$ cat src/rtl/lsrs_pkg.sv
// Shared types and constants for the link reset supervisor.
// Holds the clock/reset bundle, the channel state encoding and the
// backoff and synchroniser constants. Imported by every supervisor file.
package lsrs_pkg;

    typedef struct packed {
        logic clk;
        logic reset;
    } ckrs_t;

    typedef enum logic [2:0] {
        S_PULSE  = 3'd0,
        S_WAIT   = 3'd1,
        S_LINKED = 3'd2,
        S_LOS    = 3'd3,
        S_FAULT  = 3'd4
    } lsrs_state_t;

    // Largest left shift applied to the timeout when backoff is enabled.
    localparam int BACKOFF_LIMIT = 4;

    // Flops per asynchronous status input.
    localparam int SYNC_DEPTH = 2;

endpackage

$ cat src/rtl/link_reset_channel.sv
// One supervised link: input synchronisers, retry FSM and counters.
// Ports: ClkRs_ix (clk, sync active-high reset), tick (shared timing tick),
//   los/ready (async status), clear (sync fault clear),
//   link_reset/linked/fault flags, retry_cnt, state (lsrs_state_t).
// Option: LINK_RESET_SUPERVISOR_BACKOFF_EN doubles the timeout per retry.
module link_reset_channel
    import lsrs_pkg::*;
#(
    parameter int g_timeout_ticks = 2400,
    parameter int g_max_retries   = 8,
    parameter int g_pulse_len     = 16,
    localparam int RW = $clog2(g_max_retries + 1)
) (
    input  ckrs_t         ClkRs_ix,
    input  logic          tick,
    input  logic          los,
    input  logic          ready,
    input  logic          clear,
    output logic          link_reset,
    output logic          linked,
    output logic          fault,
    output logic [RW-1:0] retry_cnt,
    output logic [2:0]    state
);

    localparam int PW = (g_pulse_len > 1) ? $clog2(g_pulse_len) : 1;
`ifdef LINK_RESET_SUPERVISOR_BACKOFF_EN
    localparam int TW = $clog2(g_timeout_ticks + 1) + BACKOFF_LIMIT;
`else
    localparam int TW = $clog2(g_timeout_ticks + 1);
`endif
    localparam logic [PW-1:0] PULSE_LAST = PW'(g_pulse_len - 1);

    logic [SYNC_DEPTH-1:0] los_sync;
    logic [SYNC_DEPTH-1:0] ready_sync;
    logic                  los_s;
    logic                  ready_s;

    lsrs_state_t   state_q;
    logic [PW-1:0] pulse_cnt;
    logic [TW-1:0] timer;
    logic [RW-1:0] retry_q;
    logic [TW-1:0] timeout_last;
    logic [RW:0]   retry_inc;
    logic          retry_full;

    always_ff @(posedge ClkRs_ix.clk) begin
        if (ClkRs_ix.reset) begin
            los_sync   <= '0;
            ready_sync <= '0;
        end else begin
            los_sync   <= {los_sync[SYNC_DEPTH-2:0], los};
            ready_sync <= {ready_sync[SYNC_DEPTH-2:0], ready};
        end
    end

    assign los_s   = los_sync[SYNC_DEPTH-1];
    assign ready_s = ready_sync[SYNC_DEPTH-1];

`ifdef LINK_RESET_SUPERVISOR_BACKOFF_EN
    logic [2:0] shift;

    always_comb begin
        shift = 3'(BACKOFF_LIMIT);
        if (int'(retry_q) < BACKOFF_LIMIT) begin
            shift = 3'(retry_q);
        end
    end

    assign timeout_last = (TW'(g_timeout_ticks) << shift) - TW'(1);
`else
    assign timeout_last = TW'(g_timeout_ticks - 1);
`endif

    // A channel re-entering WAIT after LOS keeps its count, so the
    // count can already sit at the limit; saturate instead of wrapping.
    assign retry_inc  = {1'b0, retry_q} + (RW + 1)'(1);
    assign retry_full = int'(retry_inc) >= g_max_retries;

    always_ff @(posedge ClkRs_ix.clk) begin
        if (ClkRs_ix.reset) begin
            state_q   <= S_PULSE;
            pulse_cnt <= '0;
            timer     <= '0;
            retry_q   <= '0;
        end else if (los_s) begin
            state_q   <= S_LOS;
            pulse_cnt <= '0;
            timer     <= '0;
        end else begin
            unique case (state_q)
                S_PULSE: begin
                    if (pulse_cnt == PULSE_LAST) begin
                        state_q   <= S_WAIT;
                        pulse_cnt <= '0;
                        timer     <= '0;
                    end else begin
                        pulse_cnt <= pulse_cnt + PW'(1);
                    end
                end
                S_WAIT: begin
                    if (ready_s) begin
                        state_q <= S_LINKED;
                        retry_q <= '0;
                    end else if (tick) begin
                        if (timer == timeout_last) begin
                            timer <= '0;
                            if (retry_full) begin
                                state_q <= S_FAULT;
                                retry_q <= RW'(g_max_retries);
                            end else begin
                                state_q <= S_PULSE;
                                retry_q <= retry_inc[RW-1:0];
                            end
                        end else begin
                            timer <= timer + TW'(1);
                        end
                    end
                end
                S_LINKED: begin
                    if (!ready_s) begin
                        state_q <= S_PULSE;
                    end
                end
                S_LOS: begin
                    state_q <= S_PULSE;
                end
                S_FAULT: begin
                    if (clear) begin
                        state_q <= S_PULSE;
                        retry_q <= '0;
                    end
                end
                default: begin
                    state_q <= S_PULSE;
                end
            endcase
        end
    end

    assign link_reset = (state_q == S_PULSE) || (state_q == S_LOS);
    assign linked     = (state_q == S_LINKED);
    assign fault      = (state_q == S_FAULT);
    assign retry_cnt  = retry_q;
    assign state      = state_q;

endmodule

$ cat src/rtl/link_reset_supervisor.sv
// Multi-channel GBT/MGT link watchdog: shared tick plus one FSM per link.
// Ports: ClkRs_ix (clk, sync active-high reset), los_i/ready_i (async),
//   clear_i (sync), link_reset_o, linked_o, fault_o, any_fault_o,
//   retry_cnt_o, state_o. Option macro: LINK_RESET_SUPERVISOR_BACKOFF_EN.
module link_reset_supervisor
    import lsrs_pkg::*;
#(
    parameter int g_channels      = 1,
    parameter int g_tick_divider  = 120000,
    parameter int g_timeout_ticks = 2400,
    parameter int g_max_retries   = 8,
    parameter int g_pulse_len     = 16,
    localparam int RW = $clog2(g_max_retries + 1)
) (
    input  ckrs_t                            ClkRs_ix,
    input  logic [g_channels-1:0]            los_i,
    input  logic [g_channels-1:0]            ready_i,
    input  logic [g_channels-1:0]            clear_i,
    output logic [g_channels-1:0]            link_reset_o,
    output logic [g_channels-1:0]            linked_o,
    output logic [g_channels-1:0]            fault_o,
    output logic                             any_fault_o,
    output logic [g_channels-1:0][RW-1:0]    retry_cnt_o,
    output logic [g_channels-1:0][2:0]       state_o
);

    localparam int CW = (g_tick_divider > 1) ? $clog2(g_tick_divider) : 1;

    logic [CW-1:0] tick_cnt;
    logic          tick;

    assign tick = (tick_cnt == CW'(g_tick_divider - 1));

    always_ff @(posedge ClkRs_ix.clk) begin
        if (ClkRs_ix.reset) begin
            tick_cnt <= '0;
        end else if (tick) begin
            tick_cnt <= '0;
        end else begin
            tick_cnt <= tick_cnt + CW'(1);
        end
    end

    for (genvar i = 0; i < g_channels; i++) begin : g_ch
        link_reset_channel #(
            .g_timeout_ticks(g_timeout_ticks),
            .g_max_retries  (g_max_retries),
            .g_pulse_len    (g_pulse_len)
        ) u_ch (
            .ClkRs_ix  (ClkRs_ix),
            .tick      (tick),
            .los       (los_i[i]),
            .ready     (ready_i[i]),
            .clear     (clear_i[i]),
            .link_reset(link_reset_o[i]),
            .linked    (linked_o[i]),
            .fault     (fault_o[i]),
            .retry_cnt (retry_cnt_o[i]),
            .state     (state_o[i])
        );
    end

    assign any_fault_o = |fault_o;

endmodule

$ cat config.mk
export PLATFORM = sky130hd
export DESIGN_NAME = link_reset_supervisor
export DESIGN_NICKNAME = d
export VERILOG_FILES = /design/src/rtl/lsrs_pkg.sv /design/src/rtl/link_reset_channel.sv /design/src/rtl/link_reset_supervisor.sv
export SDC_FILE = /design/constraint.sdc
export NUM_CORES = 1
export LEC_CHECK = 0
export CELL_PAD_IN_SITES_DETAIL_PLACEMENT = 0
export CELL_PAD_IN_SITES_GLOBAL_PLACEMENT = 2
export CORE_MARGIN = 4
export CORE_UTILIZATION = 35
export DETAILED_ROUTE_END_ITERATION = 8
export PLACE_DENSITY_LB_ADDON = 0.1
export SLEW_MARGIN = 20
export SYNTH_ARGS = -nofsm -noshare
export SYNTH_HDL_FRONTEND = slang
export SYNTH_SLANG_ARGS = --single-unit
$ cat constraint.sdc
create_clock -name ClkRs_ix -period 3.3 [get_ports ClkRs_ix]
set_input_delay 0.825 -clock ClkRs_ix [delete_from_list [all_inputs] [get_ports ClkRs_ix]]
set_output_delay 0.825 -clock ClkRs_ix [all_outputs]
set_load 0.1 [all_outputs]
==> results of run 1 <==
==> worst max-delay path by stage <==
stage / slack (ns) / cells past startpoint / end
final: 0.45 / 9 / g_ch[0].u_ch.timer[3]
after global routing: 0.37 / 9 / g_ch[0].u_ch.timer[3]
after CTS: 0.41 / 9 / g_ch[0].u_ch.timer[3]
after detailed placement: 0.66 / 6 / g_ch[0].u_ch.timer[7]
after global placement: 0.68 / 5 / g_ch[0].u_ch.timer[11]
after floorplan: -0.47 / 2 / fault_o
==> registers in the layout, indices dropped and copies added (netlist names) <==
| register | cells |
|---|---|
| tick_cnt | 17 |
| g_ch.u_ch.los_sync | 2 |
| g_ch.u_ch.retry_cnt | 4 |
| g_ch.u_ch.state | 3 |
| g_ch.u_ch.timer | 12 |
| g_ch.u_ch.ready_sync | 2 |
| g_ch.u_ch.pulse_cnt | 4 |
==> cell type report <==
class,count,area (µm²)
inverters,7,26.28
clock buffers,29,369.1
repair buffers,15,120.1
clock inverters,7,72.57
flip-flops and latches,44,880.8
multi-input cells,179,1151
well taps,72,90.09
fillers,547,2932
==> synthesized netlist by cell type (2+ instances only) <==
cell type	instances	area share
sky130_fd_sc_hd__or2_2	3	0.0090
sky130_fd_sc_hd__nand3_1	13	0.031
sky130_fd_sc_hd__or3_1	7	0.021
sky130_fd_sc_hd__ha_1	5	0.030
sky130_fd_sc_hd__nand4b_1	2	0.0084
sky130_fd_sc_hd__or4_1	6	0.022
sky130_fd_sc_hd__inv_1	8	0.014
sky130_fd_sc_hd__nand2b_1	6	0.018
sky130_fd_sc_hd__o31ai_1	5	0.018
sky130_fd_sc_hd__xnor2_1	10	0.042
sky130_fd_sc_hd__clkbuf_1	4	0.0072
sky130_fd_sc_hd__o21ai_0	8	0.019
sky130_fd_sc_hd__dfxtp_1	44	0.42
sky130_fd_sc_hd__and3_1	3	0.0090
sky130_fd_sc_hd__nor4bb_1	2	0.0096
sky130_fd_sc_hd__nor2b_1	8	0.024
sky130_fd_sc_hd__nand3b_1	3	0.011
sky130_fd_sc_hd__xor2_1	7	0.029
sky130_fd_sc_hd__mux2i_1	3	0.014
sky130_fd_sc_hd__nor3b_1	5	0.018
sky130_fd_sc_hd__nor3_1	3	0.0072
sky130_fd_sc_hd__a31oi_1	3	0.0090
sky130_fd_sc_hd__a21oi_1	17	0.041
sky130_fd_sc_hd__nand4_1	8	0.024
sky130_fd_sc_hd__mux2_2	2	0.011
sky130_fd_sc_hd__nor2_1	28	0.050
sky130_fd_sc_hd__nand2_1	9	0.016
==> logic make-up (layout without fill, tap and decap cells) <==
family / Yosys count / in the layout / share of synthesized area
muxes: 5 / 5 / 0.02515
buffers and inverters: 15 / 58 / 0.03233
and+or+nand+nor: 113 / 113 / 0.3078
DFF: 44 / 44 / 0.4216
adders and majority gates: 5 / 5 / 0.02994
AOI/OAI and AO/OA: 39 / 39 / 0.1120
xor gates and xnor gates: 17 / 17 / 0.07126
==> critical path: cells and delay by family <==
kind | cells | cell delay (ns)
AND/OR/NAND/NOR | 1 | 0.27
AO/OA/AOI/OAI | 2 | 0.30
buffers and inverters | 6 | 0.85
==> per-layer routing <==
layer	vias to the layer above	global-route usage	routed length (µm)
met1	812	0.1376	2192
met3	19	0.1612	345
met5	-	0	0
li1	926	-	-
met4	0	0.2460	176
met2	54	0.1645	2071
==> per-stage QoR <==
| stage | total power [W] | instance area (µm²) |
|---|---|---|
| after floorplan | 0.001358 | 2100 |
| after CTS | 0.002792 | 2710 |
| after global routing | 0.002928 | 2710 |
| after detailed placement | 0.001401 | 2272 |
| final | 0.002716 | 2710 |
| after global placement | 0.001403 | 2272 |
==> where the power goes <==
group | switching, W | leakage [nW] | total (W) | internal [W]
combinational | 0.000309 | 0.348 | 0.000415 | 0.000106
clock | 0.000620 | 0.338 | 0.00162 | 0.000995
sequential | 0.0000712 | 0.366 | 0.000686 | 0.000614
total | 0.00100 | 1.05 | 0.00272 | 0.00172
==> metrics.txt, run 1 <==
# TYPE chip_impl_metric gauge
chip_impl_metric{name="synth_area_per_cell",unit="µm²"} 8.779
chip_impl_metric{name="number_of_pins_exceeding_their_max_slew_limit_in_the_final_report",unit=""} 0
chip_impl_metric{name="yosys_register_bits",unit=""} 44
chip_impl_metric{name="p_leak",unit="nW"} 1.051
chip_impl_metric{name="critical-path-max-stage-delay",unit="ns"} 0.27
chip_impl_metric{name="worstPathArrival",unit="ns"} 3.08
chip_impl_metric{name="drt_iter0_drcs",unit=""} 95
chip_impl_info{name="regToRegEndpoint",value="g_ch[0].u_ch.timer[9]"} 1
chip_impl_metric{name="num_io_pins",unit=""} 16
chip_impl_metric{name="timing_worst_slew_pin_value",unit="ns"} 0.7721
chip_impl_metric{name="place_congestion",unit=""} 0.7392
chip_impl_metric{name="place_ws",unit="ns"} 0.6633
chip_impl_info{name="worst_r2r_startpoint",value="tick_cnt[0]"} 1
chip_impl_metric{name="antenna-diode-count",unit=""} 0
chip_impl_metric{name="mappedNetlistArea",unit="µm²"} 2090
chip_impl_metric{name="timing.setup.tns",unit="ns"} 0
chip_impl_metric{name="worst_slack",unit="ns"} 0.4506
chip_impl_info{name="critPathMostFrequentCell",value="sky130_fd_sc_hd__clkbuf_8"} 1
chip_impl_metric{name="synthesis.instances",unit=""} 238
chip_impl_info{name="worst_hold_path.endpoint",value="g_ch[0].u_ch.ready_sync[1]"} 1
chip_impl_info{name="layout.cells.most_common_list",value="sky130_fd_sc_hd__dfxtp_1 (44), sky130_fd_sc_hd__nor2_1 (28), sky130_fd_sc_hd__clkbuf_8 (26)"} 1
chip_impl_metric{name="ctsHoldBuffers",unit=""} 0
chip_impl_metric{name="drcViolationCount",unit=""} 0
chip_impl_metric{name="grt_remaining_overflow",unit=""} 0
chip_impl_info{name="criticalPathCategory",value="clk -> reg"} 1
chip_impl_metric{name="ys_seq_area_frac",unit=""} 0.4216
chip_impl_metric{name="layout_cells_sized_above_1",unit=""} 0.1922
chip_impl_metric{name="design.die.area",unit="µm²"} 7270
chip_impl_metric{name="clock_latency",unit="ns"} 0.30
chip_impl_metric{name="fin_util",unit=""} 0.4804
chip_impl_info{name="critical_path.startpoint",value="ClkRs_ix[0]"} 1
chip_impl_metric{name="port_buffers",unit=""} 14
chip_impl_metric{name="synth_enable_flop_cells",unit=""} 0
chip_impl_info{name="tritoncts",value="built"} 1
chip_impl_metric{name="globalRouteTotalUtil",unit=""} 0.1613
chip_impl_metric{name="std_cell_rows",unit=""} 27
chip_impl_metric{name="drt-vias-per-instance",unit=""} 5.130
chip_impl_metric{name="syn_nets",unit=""} 248
chip_impl_info{name="run_status",value="completed"} 1
chip_impl_metric{name="num_vias",unit=""} 1811
chip_impl_metric{name="die_height",unit="µm"} 85.27
chip_impl_metric{name="dieWidth",unit="µm"} 85.27
chip_impl_metric{name="postSynth.asyncResetShare",unit=""} 0
chip_impl_metric{name="cts.reportedPaths.clkPinSlew",unit="ns"} 0.09
chip_impl_metric{name="synth_cell_types",unit=""} 43
chip_impl_metric{name="critical_path.max_fanout",unit=""} 6
chip_impl_metric{name="power.density",unit="nW/µm²"} 1002
chip_impl_metric{name="timing.hold.worst_path_depth",unit=""} 3
chip_impl_info{name="dominantRegCellSynth",value="sky130_fd_sc_hd__dfxtp_1"} 1
chip_impl_metric{name="peakVddDrop",unit="µV"} 509.4
chip_impl_info{name="crit_path_top_delay_cell",value="sky130_fd_sc_hd__or2_2"} 1
chip_impl_metric{name="worstRegToRegCells",unit=""} 6
chip_impl_metric{name="fp.coreArea",unit="µm²"} 5642
chip_impl_metric{name="dp.cells",unit=""} 318
chip_impl_metric{name="worst-endpoint-required",unit="ns"} 3.53
chip_impl_metric{name="final.setup_skew",unit="ns"} 0.008983
chip_impl_info{name="worstSetupStartpointType",value="clock port"} 1
chip_impl_metric{name="hold_viol_final",unit=""} 0
chip_impl_info{name="layout.cells.most_common",value="sky130_fd_sc_hd__dfxtp_1"} 1
chip_impl_metric{name="final_nets",unit=""} 284
chip_impl_metric{name="post-dp-hpwl",unit="mm"} 3.023
chip_impl_metric{name="wl_per_cell",unit="µm"} 13.56
chip_impl_metric{name="r2r_setup_slack",unit="ns"} 0.62
chip_impl_metric{name="drtAntennaViolNets",unit=""} 0
chip_impl_info{name="hold_path_startpoint",value="ClkRs_ix[0]"} 1
chip_impl_metric{name="relSlewSlack",unit=""} 0.4853
chip_impl_metric{name="antenna_violations_before_repair",unit=""} 0
chip_impl_info{name="cp_cell_sequence",value="clkbuf_8 -> clkbuf_8 -> or2_2 -> clkbuf_8 -> clkbuf_8 -> o21bai_2 -> clkbuf_8 -> clkbuf_8 -> a21oi_1"} 1
chip_impl_metric{name="detail_route.wirelength",unit="mm"} 4.785
chip_impl_metric{name="report.final.setup_viol",unit=""} 0
chip_impl_metric{name="layoutNonFillerInstCount",unit=""} 353
chip_impl_info{name="timing.hold.worst.class",value="clk -> reg"} 1
chip_impl_metric{name="max_cap_viol_count",unit=""} 0
chip_impl_metric{name="grt_pass1_wl",unit="mm"} 8.183
chip_impl_metric{name="grt_max_degree",unit=""} 24
chip_impl_metric{name="postCtsResizedCells",unit=""} 0
chip_impl_info{name="rsz0062_at_grt",value="false"} 1
chip_impl_metric{name="initial_core_util",unit=""} 0.3704
chip_impl_metric{name="drt-pass1-iter-count",unit=""} 6
chip_impl_metric{name="postCtsSetupRepairBufs",unit=""} 0
chip_impl_metric{name="ys.warnings.count",unit=""} 0
chip_impl_metric{name="syn2layout_area_growth",unit="%"} 29.70
chip_impl_info{name="critPathCaptureType",value="flip-flop"} 1
chip_impl_metric{name="grt_pass1_vias",unit=""} 2166
chip_impl_metric{name="timing.hold.ws",unit="ns"} 0.01998
No activity file was read; power rests on OpenSTA's default activity.
==> inputs of run 2 (changes only) <==
--- a/config.mk
+++ b/config.mk
@@ -7,7 +7,6 @@
 export LEC_CHECK = 0
 export CELL_PAD_IN_SITES_DETAIL_PLACEMENT = 0
 export CELL_PAD_IN_SITES_GLOBAL_PLACEMENT = 2
-export CORE_MARGIN = 4
 export CORE_UTILIZATION = 35
 export DETAILED_ROUTE_END_ITERATION = 8
 export PLACE_DENSITY_LB_ADDON = 0.1
==> run 2 against run 1 <==
- sequential power about the same
- global-route usage is 1.7 points higher
- cell area shrank 0.14%
- flip-flop and latch count stayed put
- sequential share of layout area hardly changed
- cell count decreased by 0.28%
==> metrics.txt, run 2 (synthesis gave the netlist of run 1 again) <==
# TYPE chip_impl_metric gauge
chip_impl_info{name="run_status",value="completed"} 1
chip_impl_metric{name="ctsHoldBuffers",unit=""} 0
chip_impl_metric{name="num_vias",unit=""} 1873
chip_impl_metric{name="drcViolationCount",unit=""} 0
chip_impl_metric{name="wl_per_cell",unit="µm"} 13.51
chip_impl_metric{name="postCtsSetupRepairBufs",unit=""} 0
chip_impl_metric{name="worstPathArrival",unit="ns"} 3.12
chip_impl_metric{name="syn2layout_area_growth",unit="%"} 29.52
chip_impl_metric{name="place_ws",unit="ns"} 0.6644
chip_impl_metric{name="fin_util",unit=""} 0.4797
chip_impl_metric{name="grt_pass1_vias",unit=""} 2175
chip_impl_metric{name="p_leak",unit="nW"} 1.054
chip_impl_metric{name="globalRouteTotalUtil",unit=""} 0.1779
chip_impl_info{name="critPathMostFrequentCell",value="sky130_fd_sc_hd__clkbuf_8"} 1
chip_impl_metric{name="grt_pass1_wl",unit="mm"} 9.032
chip_impl_metric{name="cts.reportedPaths.clkPinSlew",unit="ns"} 0.09
chip_impl_metric{name="number_of_pins_exceeding_their_max_slew_limit_in_the_final_report",unit=""} 0
chip_impl_metric{name="place_congestion",unit=""} 0.7584
chip_impl_metric{name="final_nets",unit=""} 284
chip_impl_metric{name="peakVddDrop",unit="µV"} 484.6
chip_impl_metric{name="port_buffers",unit=""} 14
chip_impl_metric{name="antenna-diode-count",unit=""} 0
chip_impl_info{name="criticalPathCategory",value="clk -> reg"} 1
chip_impl_metric{name="detail_route.wirelength",unit="mm"} 4.754
chip_impl_metric{name="post-dp-hpwl",unit="mm"} 2.898
chip_impl_metric{name="grt_max_degree",unit=""} 24
chip_impl_metric{name="crit_buf_inv",unit=""} 4
chip_impl_metric{name="timing_worst_slew_pin_value",unit="ns"} 0.7719
chip_impl_info{name="worstSetupStartpointType",value="clock port"} 1
chip_impl_metric{name="critical_path.max_fanout",unit=""} 6
chip_impl_metric{name="clock_latency",unit="ns"} 0.30
chip_impl_metric{name="relSlewSlack",unit=""} 0.4854
chip_impl_metric{name="drt-pass1-iter-count",unit=""} 4
chip_impl_info{name="layout.cells.most_common_list",value="sky130_fd_sc_hd__dfxtp_1 (44), sky130_fd_sc_hd__nor2_1 (28), sky130_fd_sc_hd__clkbuf_8 (28)"} 1
chip_impl_info{name="cp_top_family",value="simple AND/OR/NAND/NOR gates"} 1
chip_impl_metric{name="fp.coreArea",unit="µm²"} 5642
chip_impl_metric{name="num_io_pins",unit=""} 16
chip_impl_metric{name="hold_viol_final",unit=""} 0
chip_impl_info{name="crit_path_top_delay_cell",value="sky130_fd_sc_hd__or3_1"} 1
chip_impl_info{name="timing.hold.worst.class",value="clk -> reg"} 1
chip_impl_metric{name="max_cap_viol_count",unit=""} 0
chip_impl_metric{name="worst-endpoint-required",unit="ns"} 3.53
chip_impl_metric{name="drtAntennaViolNets",unit=""} 0
chip_impl_metric{name="layout_cells_sized_above_1",unit=""} 0.1857
chip_impl_metric{name="drt-vias-per-instance",unit=""} 5.321
chip_impl_metric{name="initial_core_util",unit=""} 0.3704
chip_impl_info{name="cp_cell_sequence",value="clkbuf_8 -> clkbuf_8 -> or3_1 -> clkbuf_8 -> clkbuf_8 -> nor4bb_1 -> a21oi_1 -> o2bb2ai_1"} 1
chip_impl_metric{name="antenna_violations_before_repair",unit=""} 0
chip_impl_metric{name="final.setup_skew",unit="ns"} 0.009099
chip_impl_info{name="layout.cells.most_common",value="sky130_fd_sc_hd__dfxtp_1"} 1
chip_impl_metric{name="dieWidth",unit="µm"} 79.27
chip_impl_info{name="largest_register",value="tick_cnt"} 1
chip_impl_metric{name="grt_remaining_overflow",unit=""} 0
chip_impl_metric{name="std_cell_rows",unit=""} 27
chip_impl_metric{name="critical-path-max-stage-delay",unit="ns"} 0.39
chip_impl_metric{name="flip_flop_count_of_the_largest_register_all_copies_and_words_added",unit=""} 17
chip_impl_metric{name="postCtsResizedCells",unit=""} 0
chip_impl_metric{name="layoutNonFillerInstCount",unit=""} 352
chip_impl_info{name="critPathCaptureType",value="flip-flop"} 1
chip_impl_metric{name="drt_iter0_drcs",unit=""} 75
chip_impl_metric{name="dp.cells",unit=""} 318
chip_impl_info{name="tritoncts",value="built"} 1
chip_impl_metric{name="die_height",unit="µm"} 79.27
chip_impl_metric{name="report.final.setup_viol",unit=""} 0
chip_impl_metric{name="worst_slack",unit="ns"} 0.4135
chip_impl_info{name="reg.largest.list",value="tick_cnt: 17 flops, g_ch.u_ch.timer: 12 flops"} 1
chip_impl_metric{name="power.density",unit="nW/µm²"} 1006
chip_impl_info{name="rsz0062_at_grt",value="false"} 1
chip_impl_metric{name="design.die.area",unit="µm²"} 6283
-- run 2: changes by cell type in the layout (fill, tap and decap cells not counted), sizes merged --
cell / before / now
clkinv: 1 / 0
inv: 9 / 10
clkbuf: 29 / 31
bufinv: 2 / 1
clkinvlp: 2 / 0
-- run 2: area by class of cell --
cell class	instances	area, µm²
clock buffers	31	396.6
clock inverters	4	41.29
fillers	555	2935
inverters	7	26.28
multi-input cells	179	1151
flip-flops and latches	44	880.8
well taps	72	90.09
repair buffers	15	120.1
-- run 2: layer usage --
layer / GRT usage / part of all wire / wire length [µm] / vias up
li1: - / - / - / 929
met1: 0.1839 / 0.46 / 2198 / 872
met2: 0.2069 / 0.44 / 2085 / 49
met3: 0.1494 / 0.061 / 289 / 23
met4: 0.1818 / 0.038 / 180 / 0
met5: 0 / 0 / 0 / -
-- run 2: metrics by stage --
step / TNS (ns) / hold WS, ns / total power (W) / area (µm²)
floorplan: -0.4831 / 0.3440 / 0.001358 / 2100
global placement: 0 / 0.06941 / 0.001401 / 2272
detailed placement: 0 / 0.06941 / 0.001400 / 2272
CTS: 0 / 0.02143 / 0.002791 / 2706
global route: 0 / 0.003366 / 0.002965 / 2706
finish: 0 / 0.01733 / 0.002723 / 2706
-- run 2: final timing paths --
kind / from / end / slack [ns] / cells past startpoint
setup reg to reg: tick_cnt[11] / g_ch[0].u_ch.timer[7] / 0.62 / 5
hold / removal: ClkRs_ix[0] / g_ch[0].u_ch.state[0] / 0.02 / 3
hold reg to reg: g_ch[0].u_ch.ready_sync[0] / g_ch[0].u_ch.ready_sync[1] / 0.44 / 1
setup / recovery: ClkRs_ix[0] / g_ch[0].u_ch.retry_cnt[2] / 0.41 / 8
-- run 2: where the power goes --
| group | total, W | switching [W] | internal [W] |
|---|---|---|---|
| combinational | 0.000417 | 0.000310 | 0.000107 |
| clock | 0.00162 | 0.000622 | 0.000997 |
| sequential | 0.000687 | 0.0000723 | 0.000614 |
| total | 0.00272 | 0.00100 | 0.00172 |
-- run 2: tightest hold or removal path: cells and delay by family --
| kind | cells | cell delay [ns] |
|---|---|---|
| buffers and inverters | 2 | 0.24 |
| AO/OA/AOI/OAI | 1 | 0.04 |
==> inputs of run 3 (changes only) <==
--- a/config.mk
+++ b/config.mk
@@ -10,6 +10,7 @@
 export CORE_UTILIZATION = 35
 export DETAILED_ROUTE_END_ITERATION = 8
 export PLACE_DENSITY_LB_ADDON = 0.1
+export SKIP_LAST_GASP = 1
 export SLEW_MARGIN = 20
 export SYNTH_ARGS = -nofsm -noshare
 export SYNTH_HDL_FRONTEND = slang
==> results of run 3 <==
No change in the layout: final DEF, timing and power equal those of run 2.
==> RTL change (config.mk and constraints of run 2) <==
The option `LINK_RESET_SUPERVISOR_BACKOFF_EN` is turned on by a define.
--- a/src/rtl/link_reset_channel.sv
+++ b/src/rtl/link_reset_channel.sv
@@ -3,6 +3,8 @@
 //   los/ready (async status), clear (sync fault clear),
 //   link_reset/linked/fault flags, retry_cnt, state (lsrs_state_t).
 // Option: LINK_RESET_SUPERVISOR_BACKOFF_EN doubles the timeout per retry.
+`define LINK_RESET_SUPERVISOR_BACKOFF_EN
+
 module link_reset_channel
     import lsrs_pkg::*;
 #(
Function: same outputs for any inputs over 10 cycles, from zero or initial values; that may be too few to reach the edited logic, so the function may still have changed.
==> RTL change against run 2 <==
Cell area up 29%; critical path type unchanged; global-route usage up 1.7 points; area after synthesis up 31%; die area up 30%; utilization down 0.92 points; total power up 18%; critical endpoint is now g_ch[0].u_ch.timer[14]$_SDFFE_PP0P_; setup slack worse by 0.35 ns; wire length up 45%; register-to-register slack worse by 0.47 ns; largest cell class unchanged; sequential cell count up 4; the flow now finishes with violations (negative hold slack).
==> RTL change: results <==
export IMPL_power_leakage_nw=1.453
export IMPL_synth_xor_area_share_pct=11.83
export IMPL_reg_top3="tick_cnt: 17 flops, g_ch.u_ch.timer: 16 flops"
export IMPL_grt_usage_pct=19.48
export IMPL_worstMarginPinSlew_ns=0.9065
export IMPL_via_count=2487
export IMPL_slowest_stage="or4_4"
export IMPL_violations="negative hold slack"
export IMPL_routed_wl_um=6886
export IMPL_synthToLayoutAreaGrowth_pct=27.27
export IMPL_crit_arrival_ns=3.49
export IMPL_met2_usage_pct=21.91
export IMPL_post_cts_buffers=1
export IMPL_ir_drop_v=0.0005247
export IMPL_pwr_share_comb_pct=21.0
export IMPL_r2r_end="g_ch[0].u_ch.timer[0]$_SDFFE_PP0P_"
export IMPL_synth_nets=344
export IMPL_drive_above_1_share_pct=21.53
export IMPL_crit_reg2reg_launch="g_ch[0].u_ch.retry_cnt[2]$_SDFFE_PP0P_"
export IMPL_holdPathStages=2
export IMPL_yosysSeqAreaShare_pct=35.08
export IMPL_worst_r2r_setup_slack_ns=0.15
export IMPL_place_area_um2=2965
export IMPL_synth_fa_ha_area_share_pct=5.025
export IMPL_grt_use_met3_pct=17.34
export IMPL_firstDrtPassIters=4
export IMPL_critPathMaxFanout=8
export IMPL_worstHoldEndpoint="g_ch[0].u_ch.los_sync[1]$_SDFF_PP0_"
export IMPL_hold_viol_final=3
export IMPL_crit_path_end="g_ch[0].u_ch.timer[14]$_SDFFE_PP0P_"
export IMPL_critPathMaxStageDelay_ns=0.51
export IMPL_fillCellCount=735
export IMPL_grt_max_degree=15
export IMPL_wl_met2_um=2989
export IMPL_place_congestion=0.8128
export IMPL_seqPwrFrac_pct=22.6
export IMPL_ff2ff_path_depth=15
export IMPL_status="finished, violations left"
export IMPL_grt_util_met1_pct=18.67
export IMPL_synth_compound_area_share_pct=10.60
export IMPL_fin_nets=376
export IMPL_grt_pass1_vias=2901
export IMPL_whs_ns=-0.07177
export IMPL_yosysUniqueCellTypes=53
export IMPL_postCtsResizedCells=3
export IMPL_dr_first_iter_drc_count=109
export IMPL_power_density_nw_per_um2=924.2
export IMPL_synth_area_top_cells="dfxtp_1 35%, xor2_1 7.0%, nor2_1 5.9%"
export IMPL_grt_pass1_wl_um=11590
export IMPL_wl_met1_um=3251
export IMPL_dp_hpwl_um=4495
export IMPL_synth_mux_area_share_pct=1.188
export IMPL_wl_met3_um=507
RTL change: changes by cell type in the layout (fill, tap and decap cells not counted), moves of 3 or more:
cell and delta:
a21oi_1 -3, a31o_2 +3, and3_1 +5, and4_1 +4, buf_4 +5, ha_1 +6
nand2_1 +10, nand3_1 +8, nor2_1 +12, nor3_1 +7, o31ai_1 -5, xnor2_1 +5
xor2_1 +15
RTL change: final cells by class:
| cell class | count | share of cell area, % |
|---|---|---|
| clock buffers | 30 | 11.31 |
| clock inverters | 4 | 2.046 |
| inverters | 9 | 0.9691 |
| multi-input cells | 256 | 49.75 |
| flip-flops and latches | 48 | 27.85 |
| well taps | 99 | 3.553 |
| repair buffers | 20 | 4.523 |
RTL change: stage by stage:
stage / instances / hold WS (ns) / setup slack [ns]
after floorplan: 328 / 0.1692 / -0.2657
after global placement: 429 / 0.07161 / 0.09183
after detailed placement: 429 / 0.07161 / 0.01202
after CTS: 464 / -0.06572 / 0.001035
after global routing: 466 / -0.07476 / 0.007715
final: 466 / -0.07177 / 0.06592
